===== src/rtl/riscv_pkg.sv =====
// RISC-V architectural types shared across the tortoise core:
// privilege levels and the base opcode map.
package riscv_pkg;

    typedef enum logic [1:0] {
        PRIV_LVL_U = 2'b00,
        PRIV_LVL_S = 2'b01,
        PRIV_LVL_M = 2'b11
    } priv_lvl_t;

    localparam logic [6:0] OPC_LOAD   = 7'h03;
    localparam logic [6:0] OPC_OP_IMM = 7'h13;
    localparam logic [6:0] OPC_AUIPC  = 7'h17;
    localparam logic [6:0] OPC_STORE  = 7'h23;
    localparam logic [6:0] OPC_OP     = 7'h33;
    localparam logic [6:0] OPC_LUI    = 7'h37;
    localparam logic [6:0] OPC_BRANCH = 7'h63;
    localparam logic [6:0] OPC_JALR   = 7'h67;
    localparam logic [6:0] OPC_JAL    = 7'h6f;
    localparam logic [6:0] OPC_SYSTEM = 7'h73;

endpackage


===== src/rtl/tortoise_pkg.sv =====
// Tortoise pipeline types: fetch entries, scoreboard entries and
// decode-buffer sizing defaults.
package tortoise_pkg;

    localparam int unsigned INSTR_PER_FETCH  = 2;
    localparam int unsigned DECODE_BUF_DEPTH = 8;
    localparam int unsigned ISSUE_WIDTH      = 2;

    typedef logic [$clog2(DECODE_BUF_DEPTH+1)-1:0] decode_cnt_t;

    typedef enum logic [2:0] {
        FU_NONE, FU_ALU, FU_MULT, FU_BRANCH,
        FU_LOAD, FU_STORE, FU_CSR
    } fu_t;

    localparam logic [3:0] CAUSE_ILLEGAL  = 4'd2;
    localparam logic [3:0] CAUSE_FETCH_PF = 4'd12;

    typedef struct packed {
        logic [31:0] pc;
        logic [31:0] instr;
        logic        page_fault;
    } fetch_entry_t;

    typedef struct packed {
        logic [31:0] pc;
        fu_t         fu;
        logic [4:0]  rd;
        logic [4:0]  rs1;
        logic [4:0]  rs2;
        logic [31:0] imm;
        logic        ex_valid;
        logic [3:0]  cause;
    } scoreboard_entry_t;

endpackage


===== src/rtl/decode_fifo.sv =====
// In-order circular store of scoreboard entries with multi-push,
// multi-pop and a head window of NR_POP entries.
module decode_fifo
    import tortoise_pkg::*;
#(
    parameter int unsigned DEPTH   = DECODE_BUF_DEPTH,
    parameter int unsigned NR_PUSH = INSTR_PER_FETCH,
    parameter int unsigned NR_POP  = ISSUE_WIDTH
) (
    input  logic                               clk_i,
    input  logic                               rst_ni,
    input  logic                               flush_i,
    input  logic [$clog2(NR_PUSH+1)-1:0]       push_cnt_i,
    input  scoreboard_entry_t [NR_PUSH-1:0]    push_data_i,
    input  logic [$clog2(NR_POP+1)-1:0]        pop_cnt_i,
    output logic [$clog2(DEPTH+1)-1:0]         count_o,
    output scoreboard_entry_t [NR_POP-1:0]     head_o
);
    localparam int unsigned PW = $clog2(DEPTH);
    localparam int unsigned CW = $clog2(DEPTH+1);

    scoreboard_entry_t mem_q [DEPTH];
    logic [PW-1:0]     rd_ptr_q;
    logic [PW-1:0]     wr_ptr_q;
    logic [CW-1:0]     count_q;

    always_ff @(posedge clk_i or negedge rst_ni) begin
        if (!rst_ni) begin
            rd_ptr_q <= '0;
            wr_ptr_q <= '0;
            count_q  <= '0;
        end else if (flush_i) begin
            rd_ptr_q <= '0;
            wr_ptr_q <= '0;
            count_q  <= '0;
        end else begin
            rd_ptr_q <= rd_ptr_q + PW'(pop_cnt_i);
            wr_ptr_q <= wr_ptr_q + PW'(push_cnt_i);
            count_q  <= count_q + CW'(push_cnt_i) - CW'(pop_cnt_i);
        end
    end

    // storage is deliberately left unreset
    always_ff @(posedge clk_i) begin
        if (!flush_i) begin
            for (int j = 0; j < NR_PUSH; j++) begin
                if (j < int'(push_cnt_i))
                    mem_q[wr_ptr_q + PW'(j)] <= push_data_i[j];
            end
        end
    end

    always_comb begin
        for (int k = 0; k < NR_POP; k++)
            head_o[k] = mem_q[rd_ptr_q + PW'(k)];
    end

    assign count_o = count_q;

endmodule


===== src/rtl/decoder.sv =====
// Single-lane combinational RV32IM decoder producing a scoreboard entry,
// including privilege-dependent illegal-instruction detection.
module decoder
    import tortoise_pkg::*;
    import riscv_pkg::*;
(
    input  fetch_entry_t      fetch_i,
    input  logic              debug_mode_i,
    input  priv_lvl_t         priv_lvl_i,
    input  logic              tvm_i,
    input  logic              tw_i,
    input  logic              tsr_i,
    output scoreboard_entry_t instr_o
);
    logic [31:0] ir;
    logic [6:0]  opc;
    logic [2:0]  f3;
    logic [11:0] f12;
    logic [1:0]  priv;
    logic        is_s;
    logic        sys_illegal;
    logic        illegal;

    assign ir   = fetch_i.instr;
    assign opc  = ir[6:0];
    assign f3   = ir[14:12];
    assign f12  = ir[31:20];
    assign priv = priv_lvl_i;
    assign is_s = (priv_lvl_i == PRIV_LVL_S);

    always_comb begin
        sys_illegal = 1'b0;
        if (f3 != 3'b000) begin
            // CSR access: reserved funct3, privilege too low, or satp under TVM
            sys_illegal = (f3 == 3'b100) | (priv < f12[9:8])
                        | (tvm_i & is_s & (f12 == 12'h180));
        end else if (ir[31:25] == 7'b0001001) begin
            sys_illegal = (priv_lvl_i == PRIV_LVL_U) | (tvm_i & is_s);
        end else begin
            case (f12)
                12'h000, 12'h001: sys_illegal = 1'b0;
                12'h105: sys_illegal = tw_i & (priv_lvl_i != PRIV_LVL_M);
                12'h102: sys_illegal = (priv_lvl_i == PRIV_LVL_U) | (tsr_i & is_s);
                12'h302: sys_illegal = (priv_lvl_i != PRIV_LVL_M);
                12'h7b2: sys_illegal = ~debug_mode_i;
                default: sys_illegal = 1'b1;
            endcase
        end
    end

    always_comb begin
        instr_o     = '0;
        instr_o.pc  = fetch_i.pc;
        instr_o.rd  = ir[11:7];
        instr_o.rs1 = ir[19:15];
        instr_o.rs2 = ir[24:20];
        illegal     = 1'b0;
        unique case (1'b1)
            opc == OPC_OP: instr_o.fu = ir[25] ? FU_MULT : FU_ALU;
            opc == OPC_OP_IMM: begin
                instr_o.fu  = FU_ALU;
                instr_o.imm = {{20{ir[31]}}, ir[31:20]};
            end
            opc == OPC_LUI, opc == OPC_AUIPC: begin
                instr_o.fu  = FU_ALU;
                instr_o.imm = {ir[31:12], 12'b0};
            end
            opc == OPC_JAL: begin
                instr_o.fu  = FU_BRANCH;
                instr_o.imm = {{12{ir[31]}}, ir[19:12], ir[20], ir[30:21], 1'b0};
            end
            opc == OPC_JALR: begin
                instr_o.fu  = FU_BRANCH;
                instr_o.imm = {{20{ir[31]}}, ir[31:20]};
            end
            opc == OPC_BRANCH: begin
                instr_o.fu  = FU_BRANCH;
                instr_o.imm = {{20{ir[31]}}, ir[7], ir[30:25], ir[11:8], 1'b0};
            end
            opc == OPC_LOAD: begin
                instr_o.fu  = FU_LOAD;
                instr_o.imm = {{20{ir[31]}}, ir[31:20]};
            end
            opc == OPC_STORE: begin
                instr_o.fu  = FU_STORE;
                instr_o.imm = {{20{ir[31]}}, ir[31:25], ir[11:7]};
            end
            opc == OPC_SYSTEM: begin
                instr_o.fu = FU_CSR;
                illegal    = sys_illegal;
            end
            default: illegal = 1'b1;
        endcase
        instr_o.ex_valid = fetch_i.page_fault | illegal;
        if (fetch_i.page_fault)
            instr_o.cause = CAUSE_FETCH_PF;
        else if (illegal)
            instr_o.cause = CAUSE_ILLEGAL;
    end

endmodule


===== src/rtl/decode_buffer.sv =====
// Multi-issue decode stage: NR_FETCH decoders feeding an in-order queue.
// Define TORTOISE_DECODE_BYPASS_EN for zero-latency issue when empty.
module decode_buffer
    import tortoise_pkg::*;
    import riscv_pkg::*;
#(
    parameter int unsigned NR_FETCH = INSTR_PER_FETCH,
    parameter int unsigned NR_ISSUE = ISSUE_WIDTH,
    parameter int unsigned DEPTH    = DECODE_BUF_DEPTH
) (
    input  logic                              clk_i,
    input  logic                              rst_ni,
    input  logic                              flush_i,
    input  logic                              debug_mode_i,
    input  priv_lvl_t                         priv_lvl_i,
    input  logic                              tvm_i,
    input  logic                              tw_i,
    input  logic                              tsr_i,
    input  logic                              fetch_valid_i,
    output logic                              fetch_pop_o,
    input  fetch_entry_t [NR_FETCH-1:0]       fetch_i,
    output logic [NR_ISSUE-1:0]               issue_valid_o,
    output scoreboard_entry_t [NR_ISSUE-1:0]  issue_instr_o,
    input  logic [$clog2(NR_ISSUE+1)-1:0]     issue_pop_cnt_i
);
    localparam int unsigned CW    = $clog2(DEPTH+1);
    localparam int unsigned IW    = $clog2(NR_ISSUE+1);
    localparam int unsigned FW    = $clog2(NR_FETCH+1);
    localparam int unsigned BYP_N = (NR_FETCH < NR_ISSUE) ? NR_FETCH : NR_ISSUE;

    scoreboard_entry_t [NR_FETCH-1:0] dec;
    scoreboard_entry_t [NR_FETCH-1:0] push_data;
    scoreboard_entry_t [NR_ISSUE-1:0] head;
    logic [CW-1:0] count;
    logic [IW-1:0] avail;
    logic [IW-1:0] pops;
    logic [IW-1:0] fifo_pops;
    logic [IW-1:0] skip;
    logic [FW-1:0] push_cnt;
    logic          bypass;

    for (genvar i = 0; i < NR_FETCH; i++) begin : g_dec
        decoder u_dec (
            .fetch_i      (fetch_i[i]),
            .debug_mode_i (debug_mode_i),
            .priv_lvl_i   (priv_lvl_i),
            .tvm_i        (tvm_i),
            .tw_i         (tw_i),
            .tsr_i        (tsr_i),
            .instr_o      (dec[i])
        );
    end

    // acceptance uses registered occupancy only: no issue-to-fetch path
    assign fetch_pop_o = fetch_valid_i & ~flush_i
                       & ((CW'(DEPTH) - count) >= CW'(NR_FETCH));

`ifdef TORTOISE_DECODE_BYPASS_EN
    assign bypass = fetch_valid_i & ~flush_i & (count == '0);
`else
    assign bypass = 1'b0;
`endif

    always_comb begin
        if (bypass)
            avail = IW'(BYP_N);
        else if (count >= CW'(NR_ISSUE))
            avail = IW'(NR_ISSUE);
        else
            avail = IW'(count);
        pops = (issue_pop_cnt_i > avail) ? avail : issue_pop_cnt_i;
        if (flush_i)
            pops = '0;
        fifo_pops = bypass ? '0 : pops;
        skip      = bypass ? pops : '0;
        push_cnt  = '0;
        if (fetch_pop_o)
            push_cnt = FW'(NR_FETCH) - FW'(skip);
        // lanes consumed by bypass are dropped; the rest pack down to lane 0
        push_data = '0;
        for (int j = 0; j < NR_FETCH; j++) begin
            for (int i = 0; i < NR_FETCH; i++) begin
                if (i == j + int'(skip))
                    push_data[j] = dec[i];
            end
        end
    end

    decode_fifo #(
        .DEPTH   (DEPTH),
        .NR_PUSH (NR_FETCH),
        .NR_POP  (NR_ISSUE)
    ) u_fifo (
        .clk_i       (clk_i),
        .rst_ni      (rst_ni),
        .flush_i     (flush_i),
        .push_cnt_i  (push_cnt),
        .push_data_i (push_data),
        .pop_cnt_i   (fifo_pops),
        .count_o     (count),
        .head_o      (head)
    );

    always_comb begin
        for (int k = 0; k < NR_ISSUE; k++) begin
            issue_valid_o[k] = IW'(k) < avail;
            issue_instr_o[k] = head[k];
            if (bypass && k < BYP_N)
                issue_instr_o[k] = dec[k];
        end
    end

`ifndef SYNTHESIS
    pop_cnt_legal: assert property (
        @(posedge clk_i) disable iff (!rst_ni || flush_i)
        issue_pop_cnt_i <= avail
    );
`endif

endmodule


===== config.mk =====
export PLATFORM = sky130hd
export DESIGN_NAME = decode_buffer
export DESIGN_NICKNAME = d
export VERILOG_FILES = /design/src/rtl/riscv_pkg.sv /design/src/rtl/tortoise_pkg.sv /design/src/rtl/decode_fifo.sv /design/src/rtl/decoder.sv /design/src/rtl/decode_buffer.sv
export SDC_FILE = /design/constraint.sdc
export NUM_CORES = 2
export LEC_CHECK = 0
export CAP_MARGIN = 10
export CORE_MARGIN = 2
export CORE_UTILIZATION = 54
export CTS_CLUSTER_DIAMETER = 30
export DETAILED_ROUTE_END_ITERATION = 16
export PLACE_DENSITY = 0.86
export SLEW_MARGIN = 5
export SYNTH_ARGS = -nofsm -noshare
export SYNTH_HDL_FRONTEND = slang
export SYNTH_HIERARCHICAL = 1
export SYNTH_SLANG_ARGS = --single-unit
export TNS_END_PERCENT = 20

===== constraint.sdc =====
create_clock -name clk_i -period 8.19 [get_ports clk_i]
set_input_delay 0.819 -clock clk_i [delete_from_list [all_inputs] [get_ports clk_i]]
set_output_delay 0.819 -clock clk_i [all_outputs]
set_load 0.02 [all_outputs]

After elaboration in Yosys (flattened, before gate mapping) --
Memories as Yosys holds them, arrays and structs flattened. Cells that the tools add are included.
Cells by class: add/sub/neg operators 7, order comparisons 9, equality and inequality tests 38, multiplexer cells 31, bitwise operators 17, reduce and logical (&&, ||, !) cells 17
Operators by type and width (count):
- 32-bit case mux with 5 select lines | 2
- 12-bit by 9-bit equality test with 1-bit output (second input constant) | 6
- 7-bit equality test (second input constant) | 8
- 7-bit by 6-bit equality test with 1-bit output (second input constant) | 6
- 3-bit case mux with 6 select lines | 2
- 7-bit by 5-bit equality test with 1-bit output (second input constant) | 4
- 12-bit by 1-bit equality test with 1-bit output (second input constant) | 2
- 12-bit by 10-bit equality test with 1-bit output (second input constant) | 2
- 12-bit by 11-bit equality test with 1-bit output (second input constant) | 2
- 12-bit zero test | 2
- 3-bit OR reduction | 6
- 9-bit OR reduction | 2
- 2-bit 2-to-1 mux | 8
- 7-bit by 2-bit equality test with 1-bit output (second input constant) | 2
- 7-bit by 4-bit equality test with 1-bit output (second input constant) | 2
- 4-bit 2-to-1 mux | 3
- 1-bit 2-to-1 mux | 10
- 1-bit case mux with 5 select lines | 2
- 4-bit by 2-bit >= comparator with 1-bit output (second input constant) | 2
- 1-bit by 2-bit < comparator with 1-bit output (first input constant) | 4
- 1-bit bitwise OR | 8
- 2-bit OR reduction | 4
- 1-bit AND | 7
- 3-bit by 1-bit adder with 3-bit output (second input constant) | 2
- other kinds (14) | 21
Storage, ports and cells: bits in registers 10, bits in writable memories 696, bits of input ports 142, word-level logic and storage cells 123, memories 1
Memories:
- u_fifo.mem_q | words 8, bits a word 87, rd ports 2, clocked after Yosys merged registers in 0, write ports 2, line decode_fifo.sv:22 | scoreboard_entry_t mem_q [DEPTH];

Depth between registers and ports, before layout --
depth after elaboration 9, depth in mapped cells 14, depth with buffers taken out 14

Modules after synthesis --
Netlist, hierarchy kept.
By module, submodules not included:
- decode_fifo | instances 1, cells an instance 2169, area each 40191.0 um^2, seq. area each 21150.3 um^2
- decoder | instances 2, cells an instance 182, area each 1176.1 um^2, seq. area each 0.0 um^2
- decode_buffer | instances 1, cells an instance 22, area each 148.9 um^2, seq. area each 0.0 um^2

Worst setup path before layout --
OpenSTA, ideal clock, no wires.
path type input port to flip-flop, from input flush_i, to memory u_fifo/mem_q[0][0] (netlist bit), enable pin, data arrival time 8.158 ns, required time 7.529 ns, slack -0.629 ns, cell stages on the path 5, path buffers 1, cell sequence nand2b_1 a21oi_1 buf_2 o21ai_0 o31ai_1
RTL lines:
- from (decl) | line decode_buffer.sv:13 | input logic flush_i,
- to (decl) | line decode_fifo.sv:22

==> results.toml <==
[clock_tree]
cts_made_buffers = 137
post_cts_resize_count = 0
cts.repair_timing.setup_buffer_count = 0
clock_latency_ps = 690
clock_sink_count = 706
clkTransAtPathRegs_ps = 40
cts_root_buffer = "sky130_fd_sc_hd__clkbuf_16"
clock_tree_from_tritoncts = "built"
ctsHoldBuffers = 0
clockBufferDepth = 3
cts.htree.levels = 4

[floorplanning]
die_y_um = 285
die_width_um = 285
coreArea_sq_um = 78600
core.rowCount = 103
ios = 319
effective_utilization_at_floorplan_pct = 54.3
die_area_sq_um = 81300

[timing]
max_clock_freq_mhz = 177
timing.clock.skew_ps = 17.3
timing_hold_violations_final = 0
timing_worst_slew_pin_value_ps = 1280
layout_worst_path_cycle_share_pct = 68.9
max-slew-margin-rel_pct = 14.2
timing.final.setup_violations = 0
tmin_final_ps = 5650
final.setup.tns_ps = 0
finalWorstSetupSlack_ps = 2540
setup_repair_after_global_routing_missed_its_margin = "no"
maxSlewViolCount = 0
hold-worst-slack_ps = 473

[cells_and_area]
post_synthesis_to_final_layout_area_growth_pct = 18.3
ff_latch_area_sq_um = 21200
final-instance-count-excl-fill = 3934
number_of_fill_cells = 5324
finish.net_count = 2934
final_layout_size_suffix_gt1_share_pct = 51.8
multiInputGateArea_sq_um = 20000

[power]
power_density_nw_per_um2 = 323
design_power_total_mw = 16.3
power.leakage_nw = 17.1
vdd_drop_max_mv = 0.581

[routing]
vias = 27000
via_per_inst = 6.87
wl_um = 122000
detail_route.wl_per_cell_um = 31.1
drtPass1Iterations = 6
ant_nets = 0
drt_first_iter_violations = 3184
post-route-drc-count = 0

[yosys]
seq_cells_post_synth = 706
number_of_flops_mapped_to_enable_cells_by_yosys = 696
synth.yosys.seq_area_share_pct = 49.5
synth_commonest_cells = "sky130_fd_sc_hd__mux2_2, sky130_fd_sc_hd__edfxtp_1, sky130_fd_sc_hd__mux4_2"
syn-mean-instance-area_sq_um = 16.7
synth_flop_type = "sky130_fd_sc_hd__edfxtp_1"
number_of_distinct_standard_cells_referenced_by_the_synthesized_netlist = 62
synth_async_sr_flop_share_pct = 1.42
synth_largest_type_area_fraction_pct = 49.0
syn-instance-count = 2555
synth-warning-count = 6
synthesis.area_sq_um = 42700
post-synth-top-area-cell = "sky130_fd_sc_hd__edfxtp_1"
post-synth-top-count-cell = "sky130_fd_sc_hd__mux2_2"
synth_top_cells_by_area = "sky130_fd_sc_hd__edfxtp_1, sky130_fd_sc_hd__mux2_2, sky130_fd_sc_hd__mux4_2"

[global_routing]
grt.met2_usage_pct = 50.2
globalRoute.busiestLayer = "met2"
grt_pass1_wl_um = 181000
number_of_global_route_vias_before_repair = 28400
gr-total-overflow = 0
grt_use_met3_pct = 6.80
antenna_found_initial = 12
total_track_usage_pct = 29.8
grt_start_max_net_pins = 151
gr_util_met1_pct = 38.0

[placed_design]
global_placer_s_final_weighted_congestion = 0.902
hpwlAfterDp_um = 71600
pre_cts_slack_ps = 2620
placedCellCount = 3685
io_buffer_count = 318

[run]
drv.max_cap_violation_count = 0

[run_status]
outcome = "completed"

[worst_hold_path]
hold_path_class = "input pin to async pin"

[setup_path]
worstPathMaxFanout = 150
endpoint_kind = "output port"
worst_setup_path_start_kind = "flop"
worstPathRequired_ps = 7370
cp_data_arrival_time_ps = 4830
criticalPathCategory = "flop to output port"
[per-stage QoR]
step	instance area (sq um)	util [%]
after CTS	50500	64.2
final	50500	64.3
after floorplan	42700	-
after global placement	46100	58.6
after detailed placement	46100	58.6
after global routing	50500	64.3
[layout make-up]
class | instances | area share [%]
antenna | 2 | 0.00991
inverter | 35 | 0.260
timing repair buffer | 359 | 6.98
clock inverter | 82 | 1.56
tap | 1050 | 2.60
multi-input combinational | 1536 | 39.5
clock buffer | 164 | 7.20
sequential | 706 | 41.9
[where the power goes]
| part | internal [mW] | switching (mW) | total (mW) |
|---|---|---|---|
| Sequential | 4.28 | 0.185 | 4.47 |
| Clock | 3.55 | 1.81 | 5.36 |
| Combinational | 3.24 | 3.25 | 6.50 |
| Total | 11.1 | 5.25 | 16.3 |
[sequential cells by signal, summed over array words and instances (netlist names)]
register / cells
u_fifo/wr_ptr_q: 3
u_fifo/count_o: 4
u_fifo/rd_ptr_q: 3
u_fifo/mem_q: 696
[cell usage in the layout, fill, tap and decap left out, types with 7 or more instances in the layout]
cell	count
sky130_fd_sc_hd__a21o_1	27
sky130_fd_sc_hd__a21oi_1	12
sky130_fd_sc_hd__a22o_1	8
sky130_fd_sc_hd__a31oi_1	8
sky130_fd_sc_hd__and2_1	12
sky130_fd_sc_hd__buf_4	37
sky130_fd_sc_hd__bufinv_16	13
sky130_fd_sc_hd__clkbuf_1	22
sky130_fd_sc_hd__clkbuf_16	142
sky130_fd_sc_hd__clkdlybuf4s50_1	318
sky130_fd_sc_hd__clkinv_1	26
sky130_fd_sc_hd__clkinv_2	24
sky130_fd_sc_hd__dfrtp_1	7
sky130_fd_sc_hd__edfxtp_1	696
sky130_fd_sc_hd__ha_1	12
sky130_fd_sc_hd__inv_1	35
sky130_fd_sc_hd__inv_6	8
sky130_fd_sc_hd__mux2_1	7
sky130_fd_sc_hd__mux2_2	863
sky130_fd_sc_hd__mux4_2	348
sky130_fd_sc_hd__nand2_1	52
sky130_fd_sc_hd__nand3_1	16
sky130_fd_sc_hd__nand4_1	11
sky130_fd_sc_hd__nor2_1	24
sky130_fd_sc_hd__nor2b_1	9
sky130_fd_sc_hd__nor3_1	12
sky130_fd_sc_hd__o21ai_0	11
[final timing paths]
path / startpoint / to / slack, ps / cells past startpoint
min: rst_ni / u_fifo/count_o[0]$_DFF_PN0_ / 470 / 1
max reg2reg: u_fifo/count_o[0]$_DFF_PN0_ / u_fifo/mem_q[4][25]$_DFFE_PP_ / 3610 / 9
min in group clk_i: u_fifo/count_o[3]$_DFF_PN0_ / u_fifo/count_o[3]$_DFF_PN0_ / 730 / 3
min reg2reg: u_fifo/count_o[3]$_DFF_PN0_ / u_fifo/count_o[3]$_DFF_PN0_ / 730 / 3
max in group asynchronous: rst_ni / u_fifo/rd_ptr_q[1]$_DFF_PN0_ / 7330 / 1
max: u_fifo/rd_ptr_q[0]$_DFF_PN0_ / issue_instr_o[139] / 2540 / 5
[critical path, cell delays in order (launching register included)]
cell and delay (ps):
sky130_fd_sc_hd__dfrtp_4 820, sky130_fd_sc_hd__buf_4 790, sky130_fd_sc_hd__buf_12 770, sky130_fd_sc_hd__mux4_2 620, sky130_fd_sc_hd__mux2_2 330, sky130_fd_sc_hd__clkdlybuf4s50_1 560
[logic make-up (layout without fill, tap and decap cells)]
| family | count (synthesis) | in the layout | synth area share, % |
|---|---|---|---|
| buffers and inverters | 316 | 640 | 4.19 |
| other | 3 | 8 | 0.0264 |
| and+or+nand+nor | 179 | 179 | 2.37 |
| AOI/OAI and AO/OA | 107 | 107 | 1.78 |
| DFF | 706 | 706 | 49.5 |
| muxes | 1218 | 1218 | 41.3 |
| xor gates and xnor gates | 9 | 9 | 0.220 |
| adders and majority gates | 17 | 17 | 0.569 |
[per-layer routing]
layer  part of all wire (%)  up-vias  routed length (um)
li1                       -    10900                   -
met1                     35    13900               43100
met2                     50     1864               61400
met3                     11      342               13700
met4                    3.2       22                3950
met5                   0.11        -                 134
Power figures use the tool's default switching activity.
